===== src/rtl/definitions.sv =====
// Shared ALU opcodes and the multi-cycle sequencer's op/state encodings.
package definitions;

  localparam int unsigned DATA_W = 8;
  localparam int unsigned OP_W   = 5;

  localparam logic [OP_W-1:0] kADD = 5'h01;
  localparam logic [OP_W-1:0] kSLL = 5'h0A;
  localparam logic [OP_W-1:0] kSRL = 5'h0B;

  typedef enum logic [1:0] {
    OP_SHL  = 2'b00,
    OP_SHR  = 2'b01,
    OP_MUL  = 2'b10,
    OP_RSVD = 2'b11
  } alu_seq_op_e;

  typedef enum logic [2:0] {
    S_IDLE,
    S_SHIFT,
    S_MUL_ADD,
    S_MUL_SHA,
    S_MUL_SHB,
    S_DONE
  } alu_seq_state_e;

endpackage


===== src/rtl/alu_seq.sv =====
// Multi-cycle shift-by-N / 8x8 multiply sequencer that borrows the shared ALU.
// Optional ALU_SEQ_EARLY_EXIT_EN: skip zero-multiplier adds and stop once the multiplier is exhausted.
module alu_seq
  import definitions::*;
(
  input  logic              clk,
  input  logic              rst_n,
  input  logic              cmd_valid,
  output logic              cmd_ready,
  input  logic [1:0]        cmd_op,
  input  logic [DATA_W-1:0] cmd_a,
  input  logic [DATA_W-1:0] cmd_b,
  output logic              alu_own,
  output logic [OP_W-1:0]   alu_op,
  output logic [DATA_W-1:0] alu_a,
  output logic [DATA_W-1:0] alu_b,
  input  logic [DATA_W-1:0] alu_rslt,
  input  logic              alu_co,
  output logic              busy,
  output logic              done,
  output logic [DATA_W-1:0] res,
  output logic              res_ovf,
  output logic              res_err
);

  localparam int unsigned CNT_W = 4;

  alu_seq_state_e    state, state_next;
  alu_seq_op_e       op_q, cmd_op_e;
  logic [DATA_W-1:0] work, acc, mult;
  logic [CNT_W-1:0]  cnt;
  logic              ovf;
  logic              shift_lost, sha_lost;

  assign cmd_op_e   = alu_seq_op_e'(cmd_op);
  // Bit pushed out by the shift issued this cycle.
  assign shift_lost = (op_q == OP_SHR) ? work[0] : work[7];
  // A multiplicand bit lost only matters if a later multiplier bit could still add it.
  assign sha_lost   = work[7] & ((mult >> 1) != '0);

  // FSM state and datapath registers
  always_ff @(posedge clk) begin
    if (!rst_n) begin
      state   <= S_IDLE;
      op_q    <= OP_SHL;
      work    <= '0;
      acc     <= '0;
      mult    <= '0;
      cnt     <= '0;
      ovf     <= 1'b0;
      res     <= '0;
      res_ovf <= 1'b0;
      res_err <= 1'b0;
    end else begin
      state <= state_next;
      case (state)
        S_IDLE: if (cmd_valid) begin
          op_q <= cmd_op_e;
          work <= cmd_a;
          mult <= cmd_b;
          acc  <= '0;
          ovf  <= 1'b0;
          cnt  <= (cmd_op_e == OP_MUL) ? CNT_W'(8) : CNT_W'(cmd_b[2:0]);
          if (state_next == S_DONE) begin
            res     <= (cmd_op_e == OP_RSVD) ? '0 : cmd_a;
            res_ovf <= 1'b0;
            res_err <= (cmd_op_e == OP_RSVD);
          end
        end
        S_SHIFT: begin
          work <= alu_rslt;
          ovf  <= ovf | shift_lost;
          cnt  <= cnt - CNT_W'(1);
          if (state_next == S_DONE) begin
            res     <= alu_rslt;
            res_ovf <= ovf | shift_lost;
            res_err <= 1'b0;
          end
        end
        S_MUL_ADD: begin
          acc <= alu_rslt;
          ovf <= ovf | alu_co;
        end
        S_MUL_SHA: begin
          work <= alu_rslt;
          ovf  <= ovf | sha_lost;
        end
        S_MUL_SHB: begin
          mult <= alu_rslt;
          cnt  <= cnt - CNT_W'(1);
          if (state_next == S_DONE) begin
            res     <= acc;
            res_ovf <= ovf;
            res_err <= 1'b0;
          end
        end
        default: ;
      endcase
    end
  end

  // Next-state
  always_comb begin
    state_next = state;
    case (state)
      S_IDLE: if (cmd_valid) begin
        case (cmd_op_e)
          OP_SHL, OP_SHR: state_next = (cmd_b[2:0] != 3'd0) ? S_SHIFT : S_DONE;
`ifdef ALU_SEQ_EARLY_EXIT_EN
          OP_MUL:         state_next = cmd_b[0] ? S_MUL_ADD : S_MUL_SHA;
`else
          OP_MUL:         state_next = S_MUL_ADD;
`endif
          default:        state_next = S_DONE;
        endcase
      end
      S_SHIFT:   if (cnt == CNT_W'(1)) state_next = S_DONE;
      S_MUL_ADD: state_next = S_MUL_SHA;
      S_MUL_SHA: state_next = S_MUL_SHB;
`ifdef ALU_SEQ_EARLY_EXIT_EN
      S_MUL_SHB: begin
        if (alu_rslt == '0)   state_next = S_DONE;
        else if (alu_rslt[0]) state_next = S_MUL_ADD;
        else                  state_next = S_MUL_SHA;
      end
`else
      S_MUL_SHB: state_next = (cnt == CNT_W'(1)) ? S_DONE : S_MUL_ADD;
`endif
      S_DONE:    state_next = S_IDLE;
      default:   state_next = S_IDLE;
    endcase
  end

  // Outputs decoded from the registered state
  always_comb begin
    cmd_ready = (state == S_IDLE);
    busy      = (state != S_IDLE);
    done      = (state == S_DONE);
    alu_own   = 1'b0;
    alu_op    = '0;
    alu_a     = '0;
    alu_b     = '0;
    case (state)
      S_SHIFT: begin
        alu_own = 1'b1;
        alu_op  = (op_q == OP_SHR) ? kSRL : kSLL;
        alu_a   = work;
      end
      S_MUL_ADD: begin
        alu_own = 1'b1;
        alu_op  = kADD;
        alu_a   = acc;
        alu_b   = mult[0] ? work : '0;
      end
      S_MUL_SHA: begin
        alu_own = 1'b1;
        alu_op  = kSLL;
        alu_a   = work;
      end
      S_MUL_SHB: begin
        alu_own = 1'b1;
        alu_op  = kSRL;
        alu_a   = mult;
      end
      default: ;
    endcase
  end

endmodule

===== config.mk =====
export PLATFORM = sky130hd
export DESIGN_NAME = alu_seq
export DESIGN_NICKNAME = d
export VERILOG_FILES = /design/src/rtl/definitions.sv /design/src/rtl/alu_seq.sv
export SDC_FILE = /design/constraint.sdc
export NUM_CORES = 1
export LEC_CHECK = 0
export BUFFER_PORTS_ARGS = -buffer_cell sky130_fd_sc_hd__buf_2
export CORE_ASPECT_RATIO = 1.25
export CORE_MARGIN = 2
export CORE_UTILIZATION = 30
export CTS_CLUSTER_DIAMETER = 40
export DETAILED_ROUTE_END_ITERATION = 8
export PLACE_DENSITY_LB_ADDON = 0.1
export SLEW_MARGIN = 25
export SYNTH_ARGS = -nofsm -noshare
export SYNTH_HDL_FRONTEND = slang
export SYNTH_SLANG_ARGS = --single-unit

===== constraint.sdc =====
create_clock -name clk -period 5.05 [get_ports clk]
set_input_delay 0.7575 -clock clk [delete_from_list [all_inputs] [get_ports clk]]
set_output_delay 0.7575 -clock clk [all_outputs]
set_load 0.05 [all_outputs]

## Yosys cells after proc, flatten, opt, wreduce, memory -nomap -nowiden

Index checks and enable logic that the tools add are counted.
W data, S select, Z words.

- Bits in registers: 44
- Input port bits: 30
- Output and inout port bits: 35

- Reductions and logical operators: 23
- Bitwise operators: 4
- Equal/unequal tests: 16
- $add $sub $neg: 1
- Multiplexer cells: 38

Operators with widths:

| operator | number |
|---|---|
| $mux W8 | 10 |
| $pmux W8 S2 | 3 |
| $pmux W8 S3 | 2 |
| $pmux W4 S4 | 1 |
| $pmux W3 S5 | 1 |
| $mux W3 | 4 |
| $reduce_and A2 Y1 | 6 |
| $mux W1 | 10 |
| $eq A3 B3 Y1 const B | 3 |
| $reduce_bool A3 Y1 | 3 |
| $mux W4 | 2 |
| $pmux W4 S2 | 1 |
| $reduce_bool A2 Y1 | 4 |
| $reduce_bool A8 Y1 | 1 |
| $eq A3 B2 Y1 const B | 2 |
| $ne A2 B2 Y1 const B | 3 |
| $pmux W3 S2 | 1 |
| $reduce_or A2 Y1 | 3 |
| $reduce_and A5 Y1 | 1 |
| $eq A2 B1 Y1 const B | 2 |
| $eq A2 B2 Y1 const B | 2 |
| $eq A4 B1 Y1 const B | 1 |
| $ne A2 B1 Y1 const B | 2 |
| $pmux W1 S4 | 1 |
| other kinds (11) | 13 |

## Depth between registers and ports, before layout

- Depth after elaboration: 9
- Gate-level depth with buffers: 7

## Worst setup path after synthesis

OpenSTA, ideal clock, no wires.

- Path type: register to output
- Start point: register state[1]
- End point: output port alu_a[0]
- Stages on the path, launching flop included: 6
- Slack: 2.171 ns
- Arrival: 2.122 ns
- Data required time: 4.293 ns
- Cell sequence: dfxtp_1 > buf_2 > nor2b_1 > buf_2 > a22oi_1 > o21ai_0

- Cells in the longest elaborated chain, start to end: 3
- Elaborated cells between the ends (all ways): 6

RTL lines:

| item | RTL line | source |
|---|---|---|
| from (decl) | alu_seq.sv:28 | `alu_seq_state_e state, state_next;` |
| from (signal assigned) | alu_seq.sv:55 | `state <= state_next;` |
| $eq A3 B2 Y1 or $eq A3 B1 Y1 (tied branches) | alu_seq.sv:143 | `case (state)` |
| $reduce_or A2 Y1 (no line) | n/a |  |
| $pmux W8 S3 * | alu_seq.sv:143 |  |
| to (decl) | alu_seq.sv:15 | `output logic [DATA_W-1:0] alu_a,` |

Mark *: on every way between the ends. The rest lies on a longest branch, timed or not.

## Worst setup path in the final report

- Start point: register state[2]
- End point: output port alu_a[2]

Same word-level chain as after synthesis.

==> impl_metrics.toml <==
[logic_synthesis]
synth_flop_cell = "dfxtp_1"
yosysSeqAreaShare_pct = 35.3
ys_ff_latch = 44
syn_area_per_cell_um2 = 8.70
synth_edf_count = 0
async_reset_ff_share_pct = 0
yosysWarnings = 0
syn-cell-area_mm2 = 0.00250
synth_cells = 287
synth_cell_type_count = 53

[floorplanning]
dieHeight_um = 106
die_w_um = 85.6
rows = 37
initial_core_util_pct = 30.7
floorplan.core_area_mm2 = 0.00815
die_area_mm2 = 0.00907
io_pins = 65

[clock_tree]
cts_tree = "done"
clk_latency_ns = 0.30
clkSinkCount = 44
clkTransAtPathRegs_ns = 0.08
cts_resized = 0
cts_buffer_depth = 2
cts_setup_buffers = 0
cts_root_buffer = "clkbuf_8"
holdBufCountCts = 0
cts-buffers-inserted = 5
cts_max_level = 2

[global_route]
grt_max_degree = 32
grt-ovfl-total = 0
use_met3_pct = 2.80
grt_antenna_before_repair = 0
grt_pass1_wl_um = 13600
grt_pass1_vias = 2394
met1_usage_pct = 24.9
track_usage_pct = 19.4
grt_busiest_layer = "met2"
use_met2_pct = 34.1

[drt]
wl_per_cell_um = 19.8
ant_nets = 0
vias = 2465
dr.pass1.iters = 5
via_per_inst = 5.71
drt_iter0_markers = 224
drc = 0
drt-total-wl_um = 8550

[critical_path]
reg2reg_slack_ns = 2.75
path_delay_family = "flip-flops"
crit_arrival_ns = 2.70
critPathMaxFanout = 22
worst-setup-path-type = "reg -> out"
cp-start-kind = "flip-flop"
cp_slowest_stage_delay_ns = 0.96
crit_slowest_cell = "dfxtp_1"
crit_buf_inv = 1
end_kind = "primary output"
required_ns = 4.29
cp_cell_sequence = "nor2b_1, a22oi_1, o21ai_0, buf_2"

[sta]
hold_ws_ns = 0.497
setup_ws_ns = 1.59
final_max_slew_viol_count = 0
setup_viol = 0
hold_viol = 0
slew_headroom_pct = 36.0
rsz0062_at_grt = "false"
fin_crit_ns = 3.46
fin_setup_tns_ns = 0
worst_pin_slew_ns = 0.959
timing.fmax_mhz = 289
finClkSkew_ns = 0.00397
period_share_pct = 68.5

[worst_hold_path]
min_path_type = "reg -> reg"

[layout]
antenna_cells = 0
regArea_um2 = 881
layout-drive-gt1-share_pct = 25.7
multi_input_area_mm2 = 0.00143
synthToLayoutAreaGrowth_pct = 17.6
nNetsFinal = 367
n_fill_cell = 906

[power]
max-vdd-ir-drop_mv = 0.171
power.density_mw_per_mm2 = 421
p_leak_nw = 1.32

[placement]
dp_slack_ns = 1.94
place_congestion = 0.840
io_buffers = 62
hpwl_um = 6140

[status]
status = "finished clean"

[run]
cap_violations = 0
==> layer usage <==
metal,vias to the layer above,routed length (um)
met4,0,77
li1,1176,-
met2,73,4350
met5,-,0
met3,5,399
met1,1211,3720
==> where the power goes <==
group / switching [W] / leakage (nW) / internal (W)
clock network: 0.000128 / 0.0642 / 0.000195
registers: 0.0000555 / 0.361 / 0.000396
logic: 0.000314 / 0.893 / 0.000148
==> path summary, 6_finish.rpt <==
check / startpoint / end / cells after the start
worst max-delay path: state[2] / alu_a[2] / 4
worst min-delay path: op_q[1] / op_q[1] / 2
worst max register to register: state[2] / res[0] / 4
worst min register to register: op_q[1] / op_q[1] / 2
==> cells in the mapped netlist, drive strengths merged (2+ instances only) <==
cell type  instances  area (um2)
dfxtp             44         881
nor2              32         120
buf               21         139
a211oi            19         143
mux2i             19         190
a22oi             16         120
a21oi             14        70.1
o21ai             14        70.1
nand2             13        48.8
and3              12        75.1
nor3              10        65.1
a222oi             8        80.1
inv                8        30.0
o31ai              8        60.1
clkbuf             6        22.5
nor2b              4        25.0
or3                4        25.0
nand2b             3        18.8
a21boi             2        18.8
a311oi             2        17.5
a31oi              2        12.5
ha                 2        25.0
or2                2        12.5
or4                2        18.8
==> registers in the layout, summed over array words and instances (netlist names), 2 cells and up <==
signal and count:
acc 8, cnt 4, mult 8, op_q 2, res 8, state 3
work 8
==> worst register-to-register path: stages (launching register included) <==
cell	delay, ns
dfxtp_1	0.96
xor2_4	0.16
a21boi_1	0.68
a222oi_1	0.23
a21oi_1	0.21
==> final cells by class <==
cell class                 count  area share (%)
inverter                       8            1.02
clock buffer                   5            2.34
clock inverter                 2            2.04
sequential                    44            30.0
timing repair buffer          67            11.8
multi-input combinational    209            48.6
tap                           97            4.13
==> through the flow <==
step | std cells | total power [W] | area (um2) | util (%)
floorplan | 288 | 0.000805 | 2500 | -
global placement | 425 | 0.000924 | 2810 | 34.5
detailed placement | 425 | 0.000923 | 2810 | 34.5
CTS | 432 | 0.00125 | 2940 | 36.1
global route | 432 | 0.00130 | 2940 | 36.1
finish | 432 | 0.00124 | 2940 | 36.1
==> cell families after synthesis <==
group / count (synthesis) / synth area share (%)
muxes: 19 / 7.62
xor gates and xnor gates: 2 / 1.75
buffers and inverters: 35 / 7.66
other: 1 / 0.150
and+or+nand+nor: 88 / 18.8
DFF: 44 / 35.3
AOI/OAI and AO/OA: 96 / 27.8
adders and majority gates: 2 / 1.00
==> layout by cell type, fill, tap and decap left out, types with 2 or more instances in the layout <==
master     synthesis  routed
nor3_1             7       7
inv_1              6       5
and3_1            12      12
inv_2              2       3
clkbuf_8           0       5
a22oi_1           16      16
nand2b_1           3       3
a21oi_1           14      14
nor2_1            32      32
nor3_2             3       3
nand2_1           13      13
mux2i_1           19      19
a31oi_1            2       2
buf_4              9       5
nor2b_1            4       4
a211oi_1          19      19
bufinv_16          0       2
buf_2              9      62
a222oi_1           8       8
conb_1             1       2
ha_1               2       2
dfxtp_1           44      44
o21ai_0           13      13
o31ai_1            8       8
a311oi_1           2       2
or3_1              4       4
Power figures use the tool's default switching activity.
